<file path="src/rtl/jk_excitation_driver.sv">
`default_nettype none
// ---------------------------------------------------------------------------
// jk_excitation_driver - drives J/K of an external JK bank toward a target word
// and verifies the Q readback.                                      Rev 1.0
// ---------------------------------------------------------------------------
module jk_excitation_driver #(
   parameter int WIDTH       = 4,
   parameter int TOGGLE_MODE = 0,
   parameter int SETTLE      = 1
) (
   input  logic             clk,
   input  logic             rst,
   input  logic             tgt_valid,
   output logic             tgt_ready,
   input  logic [WIDTH-1:0] tgt_data,
   input  logic [WIDTH-1:0] q_in,
   output logic [WIDTH-1:0] j_out,
   output logic [WIDTH-1:0] k_out,
   output logic             ff_en,
   output logic             done,
   output logic             err,
   output logic [WIDTH-1:0] err_mask,
   output logic [7:0]       xfer_count,
   output logic [7:0]       err_count
);

   localparam logic [3:0] C_SETTLE_LOAD = 4'(SETTLE - 1);

   typedef enum logic [1:0] {
      S_IDLE        = 2'd0,
      S_DRIVE       = 2'd1,
      S_SETTLE_WAIT = 2'd2,
      S_CHECK       = 2'd3
   } state_t;

   state_t           r_state;
   state_t           w_next;
   logic [WIDTH-1:0] r_tgt;
   logic [WIDTH-1:0] r_j;
   logic [WIDTH-1:0] r_k;
   logic [3:0]       r_settle_cnt;
   logic [WIDTH-1:0] r_err_mask;
   logic [7:0]       r_xfer;
   logic [7:0]       r_errc;
   logic [WIDTH-1:0] w_j;
   logic [WIDTH-1:0] w_k;
   logic             w_accept;

   generate
      if (TOGGLE_MODE != 0) begin : g_toggle
         assign w_j = tgt_data ^ q_in;
         assign w_k = tgt_data ^ q_in;
      end else begin : g_setreset
         // Don't-care terms resolved to 0 so J=K=1 can never be driven.
         assign w_j = tgt_data & ~q_in;
         assign w_k = q_in & ~tgt_data;
      end
   endgenerate

   always_ff @(posedge clk or posedge rst) begin
      if (rst) begin
         r_state <= S_IDLE;
      end else begin
         r_state <= w_next;
      end
   end

   always_comb begin
      w_next    = r_state;
      tgt_ready = 1'b0;
      ff_en     = 1'b0;
      done      = 1'b0;
      case (r_state)
         S_IDLE: begin
            tgt_ready = ~rst;
            if (tgt_valid) begin
               w_next = S_DRIVE;
            end
         end
         S_DRIVE: begin
            ff_en  = 1'b1;
            w_next = S_SETTLE_WAIT;
         end
         S_SETTLE_WAIT: begin
            if (r_settle_cnt == 4'd0) begin
               w_next = S_CHECK;
            end
         end
         S_CHECK: begin
            done   = 1'b1;
            w_next = S_IDLE;
         end
         default: w_next = S_IDLE;
      endcase
   end

   assign w_accept = tgt_valid & tgt_ready;
   assign err      = done & (q_in != r_tgt);

   always_ff @(posedge clk or posedge rst) begin
      if (rst) begin
         r_tgt        <= '0;
         r_j          <= '0;
         r_k          <= '0;
         r_settle_cnt <= 4'd0;
         r_err_mask   <= '0;
         r_xfer       <= 8'd0;
         r_errc       <= 8'd0;
      end else begin
         // Excitation is captured at accept so it is presented only during DRIVE.
         r_j <= w_accept ? w_j : '0;
         r_k <= w_accept ? w_k : '0;
         if (w_accept) begin
            r_tgt <= tgt_data;
         end
         if (r_state == S_DRIVE) begin
            r_settle_cnt <= C_SETTLE_LOAD;
         end else if (r_state == S_SETTLE_WAIT && r_settle_cnt != 4'd0) begin
            r_settle_cnt <= r_settle_cnt - 4'd1;
         end
         if (r_state == S_CHECK) begin
            r_err_mask <= q_in ^ r_tgt;
            r_xfer     <= r_xfer + 8'd1;
            if (err && r_errc != 8'hFF) begin
               r_errc <= r_errc + 8'd1;
            end
         end
      end
   end

   assign j_out      = r_j;
   assign k_out      = r_k;
   assign err_mask   = r_err_mask;
   assign xfer_count = r_xfer;
   assign err_count  = r_errc;

endmodule
`default_nettype wire

</file>
<file path="config.mk">
export PLATFORM = sky130hd
export DESIGN_NAME = jk_excitation_driver
export DESIGN_NICKNAME = d
export VERILOG_FILES = /design/src/rtl/jk_excitation_driver.sv
export SDC_FILE = /design/constraint.sdc
export NUM_CORES = 1
export LEC_CHECK = 0
export ABC_AREA = 1
export CORE_MARGIN = 2
export CORE_UTILIZATION = 44
export DETAILED_ROUTE_END_ITERATION = 8
export GPL_TIMING_DRIVEN = 0
export PLACE_DENSITY = 0.71
export SKIP_CTS_REPAIR_TIMING = 1
export SYNTH_ARGS = -nofsm -noshare
export SYNTH_HDL_FRONTEND = slang
export SYNTH_SLANG_ARGS = --single-unit
export TNS_END_PERCENT = 20
</file>
<file path="constraint.sdc">
create_clock -name clk -period 1.4 [get_ports clk]
set_clock_uncertainty 0.1 [all_clocks]
set_input_delay 0.28 -clock clk [delete_from_list [all_inputs] [get_ports clk]]
set_output_delay 0.28 -clock clk [all_outputs]
set_load 0.05 [all_outputs]
</file>
* Yosys cells after proc, flatten, opt, wreduce, memory -nomap -nowiden
Cells that the tools add are included.
** Operators by class
- Add/subtract/negate cells :: 3
- Equal/unequal tests :: 7
- Muxes and demuxes :: 10
- Bitwise gates (word level) :: 8
- Reduce and logical (&&, ||, !) cells :: 8
** Operator list (count)
- adder 8 x 1 -> 8 bit, second input constant :: 2
- 2-to-1 mux 4 bit :: 4
- AND 4 bit :: 2
- != test 8 bit, second input constant :: 1
- inverter 4 bit :: 2
- one-hot mux 2 bit (4 select lines) :: 1
- == test 2 bit, second input constant :: 2
- logical NOT 4 bit :: 1
- 2-to-1 mux 2 bit :: 2
- != test 2 bit, second input constant :: 2
- != test 4 bit :: 1
- AND reduction 2 bit :: 2
- nonzero test 4 bit :: 1
- subtractor 4 x 1 -> 4 bit, second input constant :: 1
- XOR 4 bit :: 1
- 2-to-1 mux 1 bit :: 3
- AND 1 bit :: 2
- == test 2 x 1 -> 1 bit, second input constant :: 1
- logical AND 1 bit :: 2
- logical NOT 2 bit :: 1
- nonzero test 2 bit :: 1
- inverter 1 bit :: 1
** Word-level totals
- Bits in registers :: 38
- Input bits :: 11
- Word-level logic and storage cells :: 44

* Depth between registers and ports, before layout
Gate-level depths: netlist of the first run.
- Depth after elaboration :: 5
- Gate-level depth with buffers :: 8
- Depth with buffers taken out :: 8

* Least setup slack after synthesis of the first run
Ideal clock, no wire load.
- Kind :: register to output
- Start point :: reg r_state[0]
- End point :: out err
- Arrival time :: 2067 ps
- Data required time :: 1020 ps
- Slack :: -1047 ps
- Cell stages (with the launch flop) :: 5
- Buffers on the path :: 1
- Cells stage by stage :: dfrtp_1 -> ha_1 -> buf_2 -> inv_1 -> a21oi_1
** On the way
- Longest elaborated chain between the ends :: 3
** Ends and longest elaborated chain
- start: declaration :: line 36 : state_t r_state;
- start signal: assignment :: line 64 : r_state <= w_next;
- == test 2 bit :: line 73 : case (r_state)
- 2-to-1 mux 1 bit :: line 73
- named net done :: line 20 : output logic done,
- AND 1 bit :: line 98 : assign err = done & (q_in != r_tgt);
- end: declaration :: line 21 : output logic err,
The timed path passes the listed nets, and every way through them passes these cells.

* Worst setup path after layout of the first run
- Start point :: reg r_state[0]
- End point :: out err
** On the way
- Longest elaborated chain between the ends :: 3
** Ends and longest elaborated chain (line)
- == test 2 bit :: 73
- 2-to-1 mux 1 bit :: 73
- AND 1 bit :: 98
Every way passes these cells.

==> impl_metrics.ini, run 1 <==
[placed_design]
gp_congestion = 0.785
dp_hpwl_mm = 2.63
port_buffers = 42
dp_slack_ns = -1.01
dp.cells = 300

[floorplanning]
die_w_um = 68.8
ioPinCount = 43
initial_core_util = 0.459
row_count = 23
die_height_um = 68.8
dieArea_mm2 = 0.00473
coreArea_mm2 = 0.00403

[critical_path]
endpoint_kind = output port
crit_type = flop to output port
worst-path-buf-inv = 3
crit_path_start = r_state[0]$_DFFE_PP0P_
required_ns = 1.02
worst_path_max_delay_cell = dfrtp_2
start_kind = flop
timing.rr.start = r_state[0]$_DFFE_PP0P_
crit_fanout = 6
slowest_delay_ns = 0.42
cp.arrival_ns = 1.31
crit_path_cell_trace = ha_4 > buf_8 > inv_4 > a21oi_4 > buf_6
cp_top_family = flip-flops

[global_routing]
grt_use_total = 0.183
grt_max_degree = 39
grt_pass1_wl_mm = 6.34
grt_antenna_before_repair = 0
overflow = 0
grt_pass1_vias = 1429

[pwr]
peakVddDrop_v = 0.00100
p_leak_nw = 1.35
seqPwrFrac = 0.324
power.density_mw_per_mm2 = 2090
p_sw_frac = 0.477
intPower_mw = 2.77
switching_power_mw = 2.53
combPwrFrac = 0.526
clkPwrFrac = 0.150

[clocking]
clock_latency_ns = 0.29
cts_tree = built
cts_buffers = 5
cts_sinks = 38
root_buffer = clkbuf_8
clk_pin_slew_ns = 0.08
clockBufferDepth = 2
htreeDepth = 2

[routing]
via_per_inst = 4.84
vias = 1540
first_pass_iters = 4
wl_mm = 3.92
antenna_left = 0
drtIter0Drc = 157
wl_per_cell_um = 12.3
drc = 0

[yosys]
syn_nets = 228
ys_ff_latch = 38
yosysMostFrequentCell = nand2_1
synth_edf_count = 0
synthCells = 208
synth.distinct_cells = 23
syn_area_mm2 = 0.00185
synth.avg_cell_area_um2 = 8.88
ys_seq_area_frac = 0.515
yosys_warnings = 0
dominantRegCellSynth = dfrtp_1
ys_async_sr_fraction = 1.00
yosysTopAreaCell = dfrtp_1
synth_commonest_cells = nand2_1, dfrtp_1, inv_1
synth_area_leaders = dfrtp_1, nand2_1, ha_1
synth_top_area_frac = 0.515

[final_layout]
fin_cells = 318
drive_above_1_share = 0.358
diodes = 0
syn_to_final_growth_pct = 37.1
nNetsFinal = 287

[worst_hold_path]
hold_path_class = input pin to flop
worstHoldStart = q_in[2]

[timing]
rsz0062_at_grt = true
slew_violations = 0
tightestPinTransition_ns = 0.794
finalHoldViolCount = 0
clock.fmax_ghz = 0.590
fin_crit_ns = 1.69
relSlewSlack = 0.470
setup_tns_ns = -1.31
layout_setup_ws_ns = -0.295
setup_violations = 13
fin_crit_sh = 1.21

[status]
violations = negative setup slack
status = finished with violations

[job]
drv_cap = 0
[power groups by stage]
stage               Combinational, mW  Sequential (mW)  Clock [mW]
floorplan                        1.16             2.36           0
global placement                 2.54             1.72           0
detailed placement               2.56             1.73           0
CTS                              2.58             1.71       0.811
global route                     3.00             1.78       0.842
finish                           2.79             1.72       0.795
[cell usage in the layout, fill, tap and decap left out, drive strengths merged]
master	synthesis	layout
a211oi	1	1
a21oi	3	3
a31oi	4	4
and3b	1	1
buf	2	21
clkbuf	0	30
clkdlybuf4s50	0	6
clkinv	0	1
dfrtp	38	38
dlymetal6s2s	0	4
ha	9	9
inv	29	29
nand2	57	57
nand3	8	8
nand3b	2	2
nand4	10	10
nor2	18	18
nor3	6	6
nor3b	1	1
o21ai	9	9
xnor2	3	3
xor2	7	7
[kinds of logic (layout without fill, tap and decap cells)]
| kind of cell | after synthesis | in the layout | synth area share |
|---|---|---|---|
| compound gates | 17 | 17 | 0.0501 |
| xor+xnor | 10 | 10 | 0.0474 |
| fa+ha+maj | 9 | 9 | 0.0609 |
| buf+inv | 31 | 91 | 0.0643 |
| flops | 38 | 38 | 0.515 |
| simple gates | 103 | 103 | 0.263 |
[sequential cells by signal (all words and copies together) (netlist names)]
register      count
err_mask          4
k_out             4
err_count         8
r_tgt             4
r_settle_cnt      4
xfer_count        8
j_out             4
r_state           2
[layer usage]
metal | up-vias | global-route usage | routed length, um
met3 | 7 | 0.0325 | 154
met5 | - | 0 | 0
met4 | 0 | 0.0956 | 89
met2 | 35 | 0.296 | 1890
met1 | 712 | 0.235 | 1780
li1 | 786 | - | -
[layout make-up]
cell class / instances / area, um^2
multi-input combinational: 139 / 897
timing repair buffer: 52 / 383
buffer: 2 / 20.0
inverter: 29 / 114
fill: 349 / 1500
clock buffer: 7 / 86.3
tap: 50 / 62.6
sequential: 38 / 966
clock inverter: 1 / 5.00
[stage by stage]
step	instance area [um^2]	utilization	power, mW	hold slack [ns]
2_1_floorplan	1920	-	3.52	0.246
5_1_grt	2530	0.629	5.61	0.130
4_1_cts	2490	0.618	5.11	0.403
3_5_place_dp	2400	0.596	4.29	0.391
6_report	2530	0.629	5.30	0.120
3_3_place_gp	2400	0.596	4.25	0.383
[path summary, 6_finish.rpt]
path,to,slack (ns),cells after the start
min,j_out[2]$_DFF_PP0_,0.12,2
max reg2reg,r_tgt[2]$_DFFE_PP0P_,-0.05,9
max in group asynchronous,xfer_count[0]$_DFFE_PP0P_,0.17,2
min reg2reg,xfer_count[5]$_DFFE_PP0P_,0.40,1
max,err,-0.29,5
min in group asynchronous,r_settle_cnt[1]$_DFFE_PP0P_,0.47,2
(Power assumes the default switching activity.)
==> run 2: changes to the inputs <==
--- a/config.mk
+++ b/config.mk
@@ -15,4 +15,3 @@
 export SYNTH_ARGS = -nofsm -noshare
 export SYNTH_HDL_FRONTEND = slang
 export SYNTH_SLANG_ARGS = --single-unit
-export TNS_END_PERCENT = 20
==> run 2 against run 1 <==
Cell count up 0.63%; core utilization rose by 2.3 points; clock-buffer cell count did not move; the run still ends with negative setup slack left; global-route usage is 0.082 points higher; highest routed layer unchanged; first-iteration DRC count shrank 61%; final area grew 3.7%; largest power group unchanged; worst setup slack worse by 0.033 ns.
==> impl_metrics.ini, run 2 (synthesis results as in run 1) <==
[critical_path]
crit_fanout = 6
endpoint_kind = output port
crit_path_cell_trace = ha_4 > buf_8 > inv_6 > a21oi_4 > buf_6
required_ns = 1.02
ff2ff_setup_slack_ns = -0.09
crit_type = flop to output port
r2r.worst_path.cells = 8
start_kind = flop
worst_path_max_delay_cell = dfrtp_2
worst_r2r_endpoint = xfer_count[7]$_DFFE_PP0P_
cp.arrival_ns = 1.35
slowest_delay_ns = 0.43
timing.rr.start = r_state[0]$_DFFE_PP0P_
crit_path_start = r_state[0]$_DFFE_PP0P_
endpoint = err

[final_layout]
most-common-layout-cells = nand2_1, dfrtp_1, clkbuf_2
fillers = 346
syn_to_final_growth_pct = 42.1
layout_commonest_cell = nand2_1
diodes = 0
nNetsFinal = 289
multi_input_area_um2 = 953
drive_above_1_share = 0.400
regArea_um2 = 967

[status]
status = finished with violations
violations = negative setup slack

[timing]
setup_violations = 12
setup_tns_ns = -1.34
rsz0062_at_grt = true
tightestPinTransition_ns = 0.790
finalHoldViolCount = 0
relSlewSlack = 0.473
clock.fmax_ghz = 0.579
hold_ws_ns = 0.115
fin_crit_ns = 1.73
layout_setup_ws_ns = -0.328
fin_crit_sh = 1.23
slew_violations = 0

[floorplanning]
ioPinCount = 43
die_height_um = 68.8
initial_core_util = 0.459
dieArea_mm2 = 0.00473
coreArea_mm2 = 0.00403
die_w_um = 68.8
row_count = 23

[placed_design]
port_buffers = 42
dp_hpwl_mm = 2.70
gp_congestion = 0.775

[routing]
drc = 0
drtIter0Drc = 61
via_per_inst = 5.02
antenna_left = 0
wl_mm = 4.14
vias = 1606
wl_per_cell_um = 12.9
first_pass_iters = 4

[clocking]
cts_sinks = 38
cts_buffers = 5
root_buffer = clkbuf_8
htreeDepth = 2
cts_tree = built
clockBufferDepth = 2
clk_pin_slew_ns = 0.07
clock_latency_ns = 0.29

[global_routing]
grt_use_total = 0.184
grt_antenna_before_repair = 0
grt_pass1_wl_mm = 6.35
grt_max_degree = 39
overflow = 0
grt_pass1_vias = 1418

[pwr]
power.density_mw_per_mm2 = 2090
p_leak_nw = 1.38
peakVddDrop_v = 0.000990

[job]
drv_cap = 0

[worst_hold_path]
hold_path_class = input pin to flop
## run 2: cell types whose count changed in the layout (fill, tap and decap cells not counted), sizes merged
cell,before,now
buf,21,18
clkbuf,30,33
nand2,57,58
nand4,10,11
## run 2: power breakdown
group          internal (mW)  switching, mW
registers               1.42          0.337
logic                   1.05           1.90
clock network          0.397          0.380
## run 2: how the worst min path moves through the flow
stage,depth (start not counted),slack [ns],startpoint,endpoint
2_1_floorplan,1,0.25,q_in[0],j_out[0]$_DFF_PP0_
3_3_place_gp,2,0.38,xfer_count[7]$_DFFE_PP0P_,xfer_count[7]$_DFFE_PP0P_
3_5_place_dp,1,0.39,xfer_count[5]$_DFFE_PP0P_,xfer_count[5]$_DFFE_PP0P_
4_1_cts,1,0.40,xfer_count[5]$_DFFE_PP0P_,xfer_count[5]$_DFFE_PP0P_
5_1_grt,2,0.12,q_in[3],j_out[3]$_DFF_PP0_
6_report,2,0.11,q_in[3],j_out[3]$_DFF_PP0_
## run 2: final cells by class
cell class              count  area share
clock buffers               7      0.0329
plain buffers               1     0.00572
multi-input cells         141       0.363
clock inverters             1     0.00191
well taps                  50      0.0238
repair buffers             53       0.159
inverters                  29      0.0453
flip-flops and latches     38       0.368
## run 2: worst max-delay path: cells and delay by family (launching register included)
kind                       cells  cell delay [ns]
adders and majority gates      1             0.18
DFF                            1             0.43
AOI/OAI and AO/OA              1             0.12
buffers and inverters          3             0.32
## run 2: per-layer routing
metal / share of wire / track usage / vias up
li1: - / - / 798
met1: 0.44 / 0.231 / 758
met2: 0.50 / 0.298 / 43
met3: 0.045 / 0.0552 / 7
met4: 0.021 / 0.0735 / 0
met5: 0 / 0 / -
## run 2: per-stage QoR
step	cell area (um^2)	utilization	std cells	worst slack (ns)	total power, mW
after floorplan	1940	-	208	-0.163	3.56
after global placement	2420	0.601	300	-1.00	4.30
after detailed placement	2420	0.601	300	-1.02	4.37
after CTS	2510	0.623	308	-1.06	5.16
after global routing	2630	0.652	320	-0.377	5.83
final	2630	0.652	320	-0.328	5.49
==> run 3: changes to the inputs <==
--- a/config.mk
+++ b/config.mk
@@ -6,6 +6,7 @@
 export NUM_CORES = 1
 export LEC_CHECK = 0
 export ABC_AREA = 1
+export CAP_MARGIN = 10
 export CORE_MARGIN = 2
 export CORE_UTILIZATION = 44
 export DETAILED_ROUTE_END_ITERATION = 8
==> results of run 3 <==
The final DEF is identical to that of run 2; final timing and power are the same.
